### src/rtl/adder_share_sched_if.sv
`default_nettype none
// +-----------------------------------------------------------------------------+
// | Module   : adder_share_sched_if                                            |
// | Brief    : Requester, response and shared-adder bundle for the scheduler.  |
// | Revision : 1.0                                                             |
// +-----------------------------------------------------------------------------+
interface adder_share_sched_if #(
    parameter int WIDTH = 24
);
    logic             req0_valid;
    logic             req0_ready;
    logic [WIDTH-1:0] req0_a;
    logic [WIDTH-1:0] req0_b;
    logic             req0_ci;

    logic             req1_valid;
    logic             req1_ready;
    logic [WIDTH-1:0] req1_a;
    logic [WIDTH-1:0] req1_b;
    logic             req1_ci;

    logic             rsp_valid;
    logic             rsp_ready;
    logic             rsp_id;
    logic [WIDTH-1:0] rsp_sum;
    logic             rsp_co;

    logic [3:0]       add_a;
    logic [3:0]       add_b;
    logic             add_ci;
    logic [3:0]       add_sum;
    logic             add_co;

    modport master (
        input  req0_valid, req0_a, req0_b, req0_ci,
        output req0_ready,
        input  req1_valid, req1_a, req1_b, req1_ci,
        output req1_ready,
        output rsp_valid, rsp_id, rsp_sum, rsp_co,
        input  rsp_ready,
        output add_a, add_b, add_ci,
        input  add_sum, add_co
    );

    modport slave (
        output req0_valid, req0_a, req0_b, req0_ci,
        input  req0_ready,
        output req1_valid, req1_a, req1_b, req1_ci,
        input  req1_ready,
        input  rsp_valid, rsp_id, rsp_sum, rsp_co,
        output rsp_ready,
        input  add_a, add_b, add_ci,
        output add_sum, add_co
    );
endinterface
`default_nettype wire

### src/rtl/adder_share_sched.sv
`default_nettype none
// +-----------------------------------------------------------------------------+
// | Module   : adder_share_sched                                               |
// | Brief    : Shares one external 4-bit adder between two requesters, adding  |
// |            WIDTH-bit operands one nibble per cycle. ADDER_SHARE_RR_EN      |
// |            selects round-robin arbitration (default: requester 0 wins).    |
// | Revision : 1.0                                                             |
// +-----------------------------------------------------------------------------+
module adder_share_sched #(
    parameter int WIDTH = 24
) (
    input  wire logic          clk,
    input  wire logic          rst,
    adder_share_sched_if.master bus
);
    localparam int NSLICE = WIDTH / 4;
    localparam int KW     = (NSLICE > 1) ? $clog2(NSLICE) : 1;
    localparam logic [KW-1:0] K_LAST = KW'(NSLICE - 1);

    typedef enum logic [1:0] {
        IDLE = 2'd0,
        RUN  = 2'd1,
        DONE = 2'd2
    } state_t;

    state_t           state_q, state_d;
    logic [WIDTH-1:0] a_q, a_d;
    logic [WIDTH-1:0] b_q, b_d;
    logic [WIDTH-1:0] sum_q, sum_d;
    logic             carry_q, carry_d;
    logic             id_q, id_d;
    logic [KW-1:0]    k_q, k_d;

    logic             w_grant;
    logic             w_req0_ready;
    logic             w_req1_ready;
    logic             w_rsp_valid;
    logic [3:0]       w_add_a;
    logic [3:0]       w_add_b;
    logic             w_add_ci;

`ifdef ADDER_SHARE_RR_EN
    logic last_q, last_d;

    // On contention the requester not served last wins; a lone requester always wins.
    assign w_grant = (bus.req0_valid && bus.req1_valid) ? ~last_q : bus.req1_valid;

    always_comb begin
        last_d = last_q;
        if (w_req0_ready || w_req1_ready) begin
            last_d = w_req1_ready;
        end
    end

    always_ff @(posedge clk or posedge rst) begin
        if (rst) begin
            last_q <= 1'b1;
        end else begin
            last_q <= last_d;
        end
    end
`else
    assign w_grant = ~bus.req0_valid & bus.req1_valid;
`endif

    always_comb begin
        state_d      = state_q;
        a_d          = a_q;
        b_d          = b_q;
        sum_d        = sum_q;
        carry_d      = carry_q;
        id_d         = id_q;
        k_d          = k_q;
        w_req0_ready = 1'b0;
        w_req1_ready = 1'b0;
        w_rsp_valid  = 1'b0;
        w_add_a      = 4'd0;
        w_add_b      = 4'd0;
        w_add_ci     = 1'b0;
        case (state_q)
            IDLE: begin
                w_req0_ready = bus.req0_valid & ~w_grant;
                w_req1_ready = bus.req1_valid &  w_grant;
                if (w_req0_ready) begin
                    a_d     = bus.req0_a;
                    b_d     = bus.req0_b;
                    carry_d = bus.req0_ci;
                    id_d    = 1'b0;
                    k_d     = '0;
                    state_d = RUN;
                end else if (w_req1_ready) begin
                    a_d     = bus.req1_a;
                    b_d     = bus.req1_b;
                    carry_d = bus.req1_ci;
                    id_d    = 1'b1;
                    k_d     = '0;
                    state_d = RUN;
                end
            end
            RUN: begin
                w_add_a  = a_q[{k_q, 2'b00} +: 4];
                w_add_b  = b_q[{k_q, 2'b00} +: 4];
                w_add_ci = carry_q;
                sum_d[{k_q, 2'b00} +: 4] = bus.add_sum;
                carry_d  = bus.add_co;
                k_d      = k_q + 1'b1;
                if (k_q == K_LAST) begin
                    k_d     = '0;
                    state_d = DONE;
                end
            end
            DONE: begin
                w_rsp_valid = 1'b1;
                if (bus.rsp_ready) begin
                    state_d = IDLE;
                end
            end
            default: begin
                state_d = IDLE;
            end
        endcase
    end

    always_ff @(posedge clk or posedge rst) begin
        if (rst) begin
            state_q <= IDLE;
            a_q     <= '0;
            b_q     <= '0;
            sum_q   <= '0;
            carry_q <= 1'b0;
            id_q    <= 1'b0;
            k_q     <= '0;
        end else begin
            state_q <= state_d;
            a_q     <= a_d;
            b_q     <= b_d;
            sum_q   <= sum_d;
            carry_q <= carry_d;
            id_q    <= id_d;
            k_q     <= k_d;
        end
    end

    assign bus.req0_ready = w_req0_ready;
    assign bus.req1_ready = w_req1_ready;
    assign bus.rsp_valid  = w_rsp_valid;
    assign bus.rsp_sum    = sum_q;
    assign bus.rsp_co     = carry_q;
    assign bus.rsp_id     = id_q;
    assign bus.add_a      = w_add_a;
    assign bus.add_b      = w_add_b;
    assign bus.add_ci     = w_add_ci;

endmodule
`default_nettype wire

### src/flat_wrapper.sv
// flat-port wrapper written by rule: the top's interface ports become plain ports
module adder_share_sched_flat 
#(
    parameter int WIDTH = 24
)
  (clk, rst, bus_req0_valid, bus_req0_a, bus_req0_b, bus_req0_ci, bus_req0_ready, bus_req1_valid, bus_req1_a, bus_req1_b, bus_req1_ci, bus_req1_ready, bus_rsp_valid, bus_rsp_id, bus_rsp_sum, bus_rsp_co, bus_rsp_ready, bus_add_a, bus_add_b, bus_add_ci, bus_add_sum, bus_add_co);
  adder_share_sched_if #(.WIDTH(WIDTH)) bus_i ();
  input  wire logic clk;
  input  wire logic rst;
  input wire logic [$bits(bus_i.req0_valid)-1:0] bus_req0_valid;
  input wire logic [$bits(bus_i.req0_a)-1:0] bus_req0_a;
  input wire logic [$bits(bus_i.req0_b)-1:0] bus_req0_b;
  input wire logic [$bits(bus_i.req0_ci)-1:0] bus_req0_ci;
  output wire logic [$bits(bus_i.req0_ready)-1:0] bus_req0_ready;
  input wire logic [$bits(bus_i.req1_valid)-1:0] bus_req1_valid;
  input wire logic [$bits(bus_i.req1_a)-1:0] bus_req1_a;
  input wire logic [$bits(bus_i.req1_b)-1:0] bus_req1_b;
  input wire logic [$bits(bus_i.req1_ci)-1:0] bus_req1_ci;
  output wire logic [$bits(bus_i.req1_ready)-1:0] bus_req1_ready;
  output wire logic [$bits(bus_i.rsp_valid)-1:0] bus_rsp_valid;
  output wire logic [$bits(bus_i.rsp_id)-1:0] bus_rsp_id;
  output wire logic [$bits(bus_i.rsp_sum)-1:0] bus_rsp_sum;
  output wire logic [$bits(bus_i.rsp_co)-1:0] bus_rsp_co;
  input wire logic [$bits(bus_i.rsp_ready)-1:0] bus_rsp_ready;
  output wire logic [$bits(bus_i.add_a)-1:0] bus_add_a;
  output wire logic [$bits(bus_i.add_b)-1:0] bus_add_b;
  output wire logic [$bits(bus_i.add_ci)-1:0] bus_add_ci;
  input wire logic [$bits(bus_i.add_sum)-1:0] bus_add_sum;
  input wire logic [$bits(bus_i.add_co)-1:0] bus_add_co;
  assign bus_i.req0_valid = bus_req0_valid;
  assign bus_i.req0_a = bus_req0_a;
  assign bus_i.req0_b = bus_req0_b;
  assign bus_i.req0_ci = bus_req0_ci;
  assign bus_req0_ready = bus_i.req0_ready;
  assign bus_i.req1_valid = bus_req1_valid;
  assign bus_i.req1_a = bus_req1_a;
  assign bus_i.req1_b = bus_req1_b;
  assign bus_i.req1_ci = bus_req1_ci;
  assign bus_req1_ready = bus_i.req1_ready;
  assign bus_rsp_valid = bus_i.rsp_valid;
  assign bus_rsp_id = bus_i.rsp_id;
  assign bus_rsp_sum = bus_i.rsp_sum;
  assign bus_rsp_co = bus_i.rsp_co;
  assign bus_i.rsp_ready = bus_rsp_ready;
  assign bus_add_a = bus_i.add_a;
  assign bus_add_b = bus_i.add_b;
  assign bus_add_ci = bus_i.add_ci;
  assign bus_i.add_sum = bus_add_sum;
  assign bus_i.add_co = bus_add_co;
  adder_share_sched #(.WIDTH(WIDTH)) u_core (.clk(clk), .rst(rst), .bus(bus_i));
endmodule
### config.mk
export PLATFORM = sky130hd
export DESIGN_NAME = adder_share_sched_flat
export DESIGN_NICKNAME = d
export VERILOG_FILES = /design/src/rtl/adder_share_sched_if.sv /design/src/rtl/adder_share_sched.sv /design/src/flat_wrapper.sv
export SDC_FILE = /design/constraint.sdc
export NUM_CORES = 1
export LEC_CHECK = 0
export ABC_AREA = 1
export BUFFER_PORTS_ARGS = -buffer_cell sky130_fd_sc_hd__buf_2
export CORE_UTILIZATION = 45
export DETAILED_ROUTE_END_ITERATION = 12
export GPL_TIMING_DRIVEN = 1
export PLACE_DENSITY_LB_ADDON = 0.25
export SLEW_MARGIN = 20
export SYNTH_ARGS = -nofsm -noshare
export SYNTH_HDL_FRONTEND = slang
export SYNTH_SLANG_ARGS = --single-unit
### constraint.sdc
create_clock -name clk -period 4.4 [get_ports clk]
set_input_delay 0.88 -clock clk [delete_from_list [all_inputs] [get_ports clk]]
set_output_delay 0.88 -clock clk [all_outputs]
set_load 0.02 [all_outputs]
==> run metrics, run 1 <==
Slew HR 0.368; power share of the clock group 0.144; Clock Sinks 79; Critical Path AT around 2.4 ns; number of synthesized register bits 79; pwr dens ~690 nW/µm²; CP delay by family, top flip-flops; FF-to-FF path depth 6; maximum clock frequency 0.308 GHz; Synth area leader dfrtp_1; Mapped Cells about 570; top_reg_cell synth dfrtp_1; die area 10100 µm²; Iteration-0 DRC Markers 190; worst-path maximum fanout 30; Worst Hold Class flip-flop to flip-flop; largest cells by area after synthesis dfrtp_1, nand2_1, nor2_1; total grt overflow 0; CTS Hold Bufs 0; via count about 4200; critical path class flip-flop to output port; count of flip-flops with a built-in enable after synthesis 0; buffers added on ports ~150; Post-Syn Area 4360 µm²; largest net degree at the start of global routing 98; Req. time, crit path between 3 and 4 ns; post-route minimum period between 3 and 4 ns; Avg Inst Size Synth between 7 and 8 µm²; Yosys top cell area share 0.454; Max VDD drop about 0.00025 V; routed vias/inst between 5 and 6; Ys Warns 0; top cells by count, synth nand2_1, nor2_1, dfrtp_1; Final setup viols 0; Core ar. about 9300 µm²; Reg power frac 0.365; DP Wirelength between 7000 and 8000 µm; max_cap viols 0; share of cells above drive strength 1 0.273; Netlist cell types 31; diodes inserted 0; starting density of the core 0.467; area grow syn2layout 21.5%; crit end category output port; first-pass iteration count of the detailed router 4; Routed WL between 10000 and 15000 µm; CP Cell Sequence inv_4 > nand2_1 > nand3_1 > nand2_1 > nand2_1 > a21oi_1 > buf_2; RD Place Congestion 0.848; register area share after synthesis 0.454; Worst Tran Pin Value 0.948 ns; clk slew on worst S/H paths around 0.080 ns; worst hold path depth 2; Switching Fraction 0.460; Switch Pwr approximately 1.7 mW; Worst-Skew Late Latency 0.35 ns; Setup TNS 0 ns; crit share post-route 0.737; CP bufs+invs 2; Total GRT Usage 0.220; Root Driver clkbuf_8; Max Transition Viols Final 0; nets between 800 and 900; Hold Vio Cnt, Final 0; wire per inst approximately 13 µm; syn_nets 687; H-Tree Depth 3; combinational share of power 0.492; Die H 100 µm; TritonCTS clock tree done; width of the die 100 µm; Int Pwr 1.98 mW; count leader, synth nand2_1; Worst Setup Start Kind flip-flop; Post-route DRC 0; Detail Route Antenna Nets 0; ys async rst share 1.00; initial antenna violation count 0; pre-CTS WS approximately 1.5 ns; clock skew between 0.004 and 0.005 ns; # fillers 896; clk buf depth 2; RSZ-0062 raised after global routing false; CP peak stage delay slightly below 1 ns; Rows 35; Final WS setup ~1.2 ns; Setup Fix Bufs, Post-CTS 0; Post-CTS Resized 0; CP dominant cell by count nand2_1; Num CTS Buffers 9; P_leak 2.77 nW; status finished, final reports clean; CP max-delay cell dfrtp_1; vias in the first global route 3880; first-pass GRT wire length between 15000 and 20000 µm; # IOs between 100 and 150; Crit path depth 7
-- placed cells by master (no fill, tap or decap) --
cell        count
nand2_1       139
nor2_2          1
or2_1           1
or2_2           9
buf_2         145
nand3_2         1
bufinv_16       1
inv_1          50
inv_2           4
a21oi_1         9
nor3_2          1
nor2_1        112
nor2_4          4
o211ai_1        8
o21ai_1        15
clkbuf_8       10
a31o_2          1
inv_4           1
buf_4           4
nand2_4         1
nand3_1        31
nor3_4          2
o22ai_1         1
nand4_1         1
o21ai_4         1
ha_1            5
o21ai_0        11
clkinvlp_4      1
nor3_1          3
nand2_2         3
dfrtp_1        79
o31ai_1        48
clkinv_2        3
-- worst register-to-register path, delay by kind of cell, from the launching register on --
kind,cells,cell delay (ns)
fa+ha+maj,2,0.75
simple gates,3,0.67
flops,1,0.97
buf+inv,1,0.30
-- layer usage --
metal	global-route usage	up-vias	wire (µm)
met2	0.355	154	5050
met5	0	-	0
li1	-	2112	-
met4	0.0870	0	150
met3	0.0313	15	585
met1	0.299	1912	4910
-- cell families after synthesis --
kind of cell / share of synthesized area
AO/OA/AOI/OAI: 0.142
adder cells (fa/ha/maj): 0.0144
buffers and inverters: 0.0884
flip-flops: 0.454
AND/OR/NAND/NOR: 0.302
-- final cells by class --
| cell class | instances | area, µm² | share of cell area |
|---|---|---|---|
| Multi-Input combinational cell | 408 | 2000 | 0.378 |
| Sequential cell | 79 | 1980 | 0.373 |
| Timing Repair Buffer | 149 | 756 | 0.143 |
| Inverter | 56 | 214 | 0.0404 |
| Tap cell | 129 | 161 | 0.0305 |
| Clock buffer | 10 | 138 | 0.0260 |
| Clock inverter | 4 | 47.5 | 0.00897 |
-- registers in the layout (all words and copies together), names as in the netlist --
register            cells
u_core.k_q              3
u_core.state_q          2
u_core.b_q             24
u_core.bus.rsp_id       1
u_core.a_q             24
u_core.bus.rsp_co       1
u_core.bus.rsp_sum     24
-- per-stage QoR --
step / cells / total power [mW] / hold slack [ns] / util / cell area [µm²]
final: 835 / 3.67 / 0.471 / 0.568 / 5300
after global routing: 835 / 4.00 / 0.507 / 0.568 / 5300
after CTS: 835 / 3.69 / 0.478 / 0.568 / 5300
after detailed placement: 821 / 3.16 / 0.459 / 0.548 / 5110
after global placement: 821 / 3.12 / 0.453 / 0.548 / 5110
after floorplan: 574 / 2.69 / 0.444 / - / 4360
-- power groups by stage --
stage | clock, mW | combinational (mW) | sequential, mW
3_3_place_gp | 0 | 1.78 | 1.34
4_1_cts | 0.537 | 1.82 | 1.34
2_1_floorplan | 0 | 1.28 | 1.41
3_5_place_dp | 0 | 1.81 | 1.35
6_report | 0.527 | 1.81 | 1.34
5_1_grt | 0.562 | 2.05 | 1.38
-- final timing paths --
| path | startpoint | slack (ns) | endpoint |
|---|---|---|---|
| worst max-delay path | u_core.k_q[0]$_DFFE_PP0P_ | 1.16 | bus_add_b[3] |
| worst min-delay path | u_core.bus.rsp_sum[3]$_DFFE_PP0P_ | 0.47 | u_core.bus.rsp_sum[3]$_DFFE_PP0P_ |
| worst max register to register | u_core.k_q[0]$_DFFE_PP0P_ | 1.60 | u_core.bus.rsp_sum[11]$_DFFE_PP0P_ |
| worst min register to register | u_core.bus.rsp_sum[3]$_DFFE_PP0P_ | 0.47 | u_core.bus.rsp_sum[3]$_DFFE_PP0P_ |
| max in group asynchronous | rst | 2.85 | u_core.k_q[2]$_DFFE_PP0P_ |
| min in group asynchronous | rst | 0.66 | u_core.bus.rsp_sum[4]$_DFFE_PP0P_ |
Power figures use the tool's default switching activity.
==> run 2, diff against run 1 <==
- clock period: 4.4 -> 2.8 ns (I/O delays scaled with it)
==> run 2 against run 1 <==
Compared with the run above: flip-flop and latch count unchanged; register-to-register slack lost 1.2 ns; critical path depth shrank 3; die area stayed put; first-iteration DRC count fell by 26%; core utilization is 0.89 points higher; critical endpoint is now bus_add_a[2].
==> run metrics, run 2 (synthesized netlist as in run 1, its figures left out) <==
diodes inserted 0 (unchanged); Max VDD drop 0.000554 V (+120%); Final setup viols 0 (unchanged); Critical Path AT 2.00 ns (-0.36 ns); pre-CTS WS 0.507 ns (-1.01 ns); Setup Fix Bufs, Post-CTS 0 (unchanged); CP peak stage delay 0.51 ns (-0.46 ns); Switching Fraction 0.443 (-0.0167); maximum clock frequency just under 0.4 GHz; Num CTS Buffers 9 (unchanged); Worst Hold Class input pin to async pin; share of cells above drive strength 1 0.276 (+0.00307); Design Area, Final 5380 µm² (+1.6%); buffers added on ports 145 (unchanged); first-pass iteration count of the detailed router 5 (+1); status finished, final reports clean; Worst-Skew Late Latency 0.36 ns (about the same); FF-to-FF path depth 8 (+2); Int Pwr 3.33 mW (+68%); Iteration-0 DRC Markers 141 (-26%); post-route core utilization 0.577 (+0.00885); clock skew 0.00752 ns (+0.00298 ns); Post-CTS Resized 0 (unchanged); Total GRT Usage 0.214 (-0.00617); Final WS setup 0.243 ns (-0.914 ns); TritonCTS clock tree done; clk slew on worst S/H paths 0.08 ns (about the same); Most Crowded Layer GR met2; CP max-delay cell dfrtp_1; post-route minimum period 2.56 ns; clk buf depth 2 (unchanged); met2 Track Usage GR 0.336 (-0.0184); crit share post-route 0.913; Switch Pwr 2.65 mW (+57%); max_cap viols 0 (unchanged); area grow syn2layout 23.4%; critical path class flip-flop to output port; Die H 100 µm (unchanged); Core ar. 9330 µm² (unchanged); P_leak 2.81 nW (+1.6%); width of the die 100 µm (unchanged); # IOs 146 (unchanged); RSZ-0062 raised after global routing false; Root Driver clkbuf_8; Max Transition Viols Final 0 (unchanged); Worst Setup Start Kind flip-flop; CTS Hold Bufs 0 (unchanged); Setup TNS 0 ns (unchanged); Tot Pwr 5.97 mW (+63%); Clock Sinks 79 (unchanged); largest net degree at the start of global routing 98 (unchanged); # fillers 881 (-1.7%); via count 4160 (-0.79%); vias in the first global route 3761 (-3.1%); met3 usage 0.0557 (+0.0244); CP Cell Sequence nor2_1 > o211ai_1 > a21oi_1 > buf_2; routed vias/inst 4.96 (-1.1%); Reg power frac 0.348 (-0.017); Slew HR 0.629 (+0.261); Req. time, crit path 2.24 ns (-1.28 ns); most common cell after layout, fill and taps aside buf_2; wire per inst 12.3 µm (-3.8%); power share of the clock group 0.169 (+0.025); worst-path maximum fanout 11 (-63%); Hold Vio Cnt, Final 0 (unchanged); Post-route DRC 0 (unchanged); DP Wirelength 7710 µm (-0.75%); most frequent cells in the layout buf_2, nand2_1, nor2_1; Rows 35 (unchanged); RD Place Congestion 0.841 (-0.83%); nets 819 (+0.37%); combinational share of power 0.484 (-0.008); pwr dens 1110 nW/µm² (+60%); starting density of the core 0.467 (unchanged); worst r2r src u_core.k_q[0]$_DFFE_PP0P_; Detail Route Antenna Nets 0 (unchanged); grt met1 use 0.288 (-0.0114); R2R Path End u_core.bus.rsp_sum[12]$_DFFE_PP0P_; total grt overflow 0 (unchanged); Worst Tran Pin Value 0.554 ns (-0.393 ns); Reg2Reg Setup Slack 0.45 ns (-1.15 ns); first-pass GRT wire length 17000 µm (-3.9%); crit end category output port; die area 10100 µm² (unchanged); placed cell area 5150 µm² (+0.69%); Routed WL 10300 µm (-3.5%); initial antenna violation count 0 (unchanged); H-Tree Depth 3 (unchanged)
[run 2: layout make-up]
class / instances / area, µm² / share of cell area
inverter: 56 / 214 / 0.0398
multi-input combinational: 408 / 2000 / 0.373
tap: 129 / 161 / 0.0300
clock buffer: 10 / 138 / 0.0256
sequential: 79 / 1980 / 0.367
clock inverter: 4 / 95.1 / 0.0177
timing repair buffer: 152 / 791 / 0.147
[run 2: power groups by stage]
stage | clock network, mW | registers (mW) | logic [mW]
detailed placement | 0 | 2.10 | 2.90
floorplan | 0 | 2.21 | 2.02
global route | 1.07 | 2.16 | 3.25
CTS | 1.03 | 2.08 | 2.92
finish | 1.01 | 2.08 | 2.89
global placement | 0 | 2.09 | 2.87
[run 2: how the worst max path moves through the flow]
stage | slack [ns] | endpoint | start | cells past startpoint
floorplan | 0.22 | u_core.a_q[0]$_DFFE_PP0P_ | rst | 1
global placement | 0.58 | u_core.bus.rsp_sum[11]$_DFFE_PP0P_ | u_core.k_q[1]$_DFFE_PP0P_ | 6
detailed placement | 0.51 | u_core.bus.rsp_sum[11]$_DFFE_PP0P_ | u_core.k_q[1]$_DFFE_PP0P_ | 6
CTS | 0.22 | bus_add_a[0] | u_core.k_q[1]$_DFFE_PP0P_ | 4
global route | 0.06 | bus_add_b[1] | u_core.k_q[1]$_DFFE_PP0P_ | 4
finish | 0.24 | bus_add_a[2] | u_core.k_q[1]$_DFFE_PP0P_ | 4
[run 2: through the flow]
stage               instances  hold WS [ns]
CTS                       838         0.199
global placement          824         0.464
finish                    838         0.190
floorplan                 574         0.444
global route              838         0.225
detailed placement        824         0.467
[run 2: metal layers]
layer	wire (µm)	vias up
met2	4760	124
met4	172	0
met3	551	17
met1	4840	1900
met5	0	-
li1	-	2119
[run 2: critical path: cells and delay by family, from the launching register on]
family                 cells  cell delay, ns
buffers and inverters      1            0.20
and+or+nand+nor            1            0.50
AOI/OAI and AO/OA          2            0.42
DFF                        1            0.51
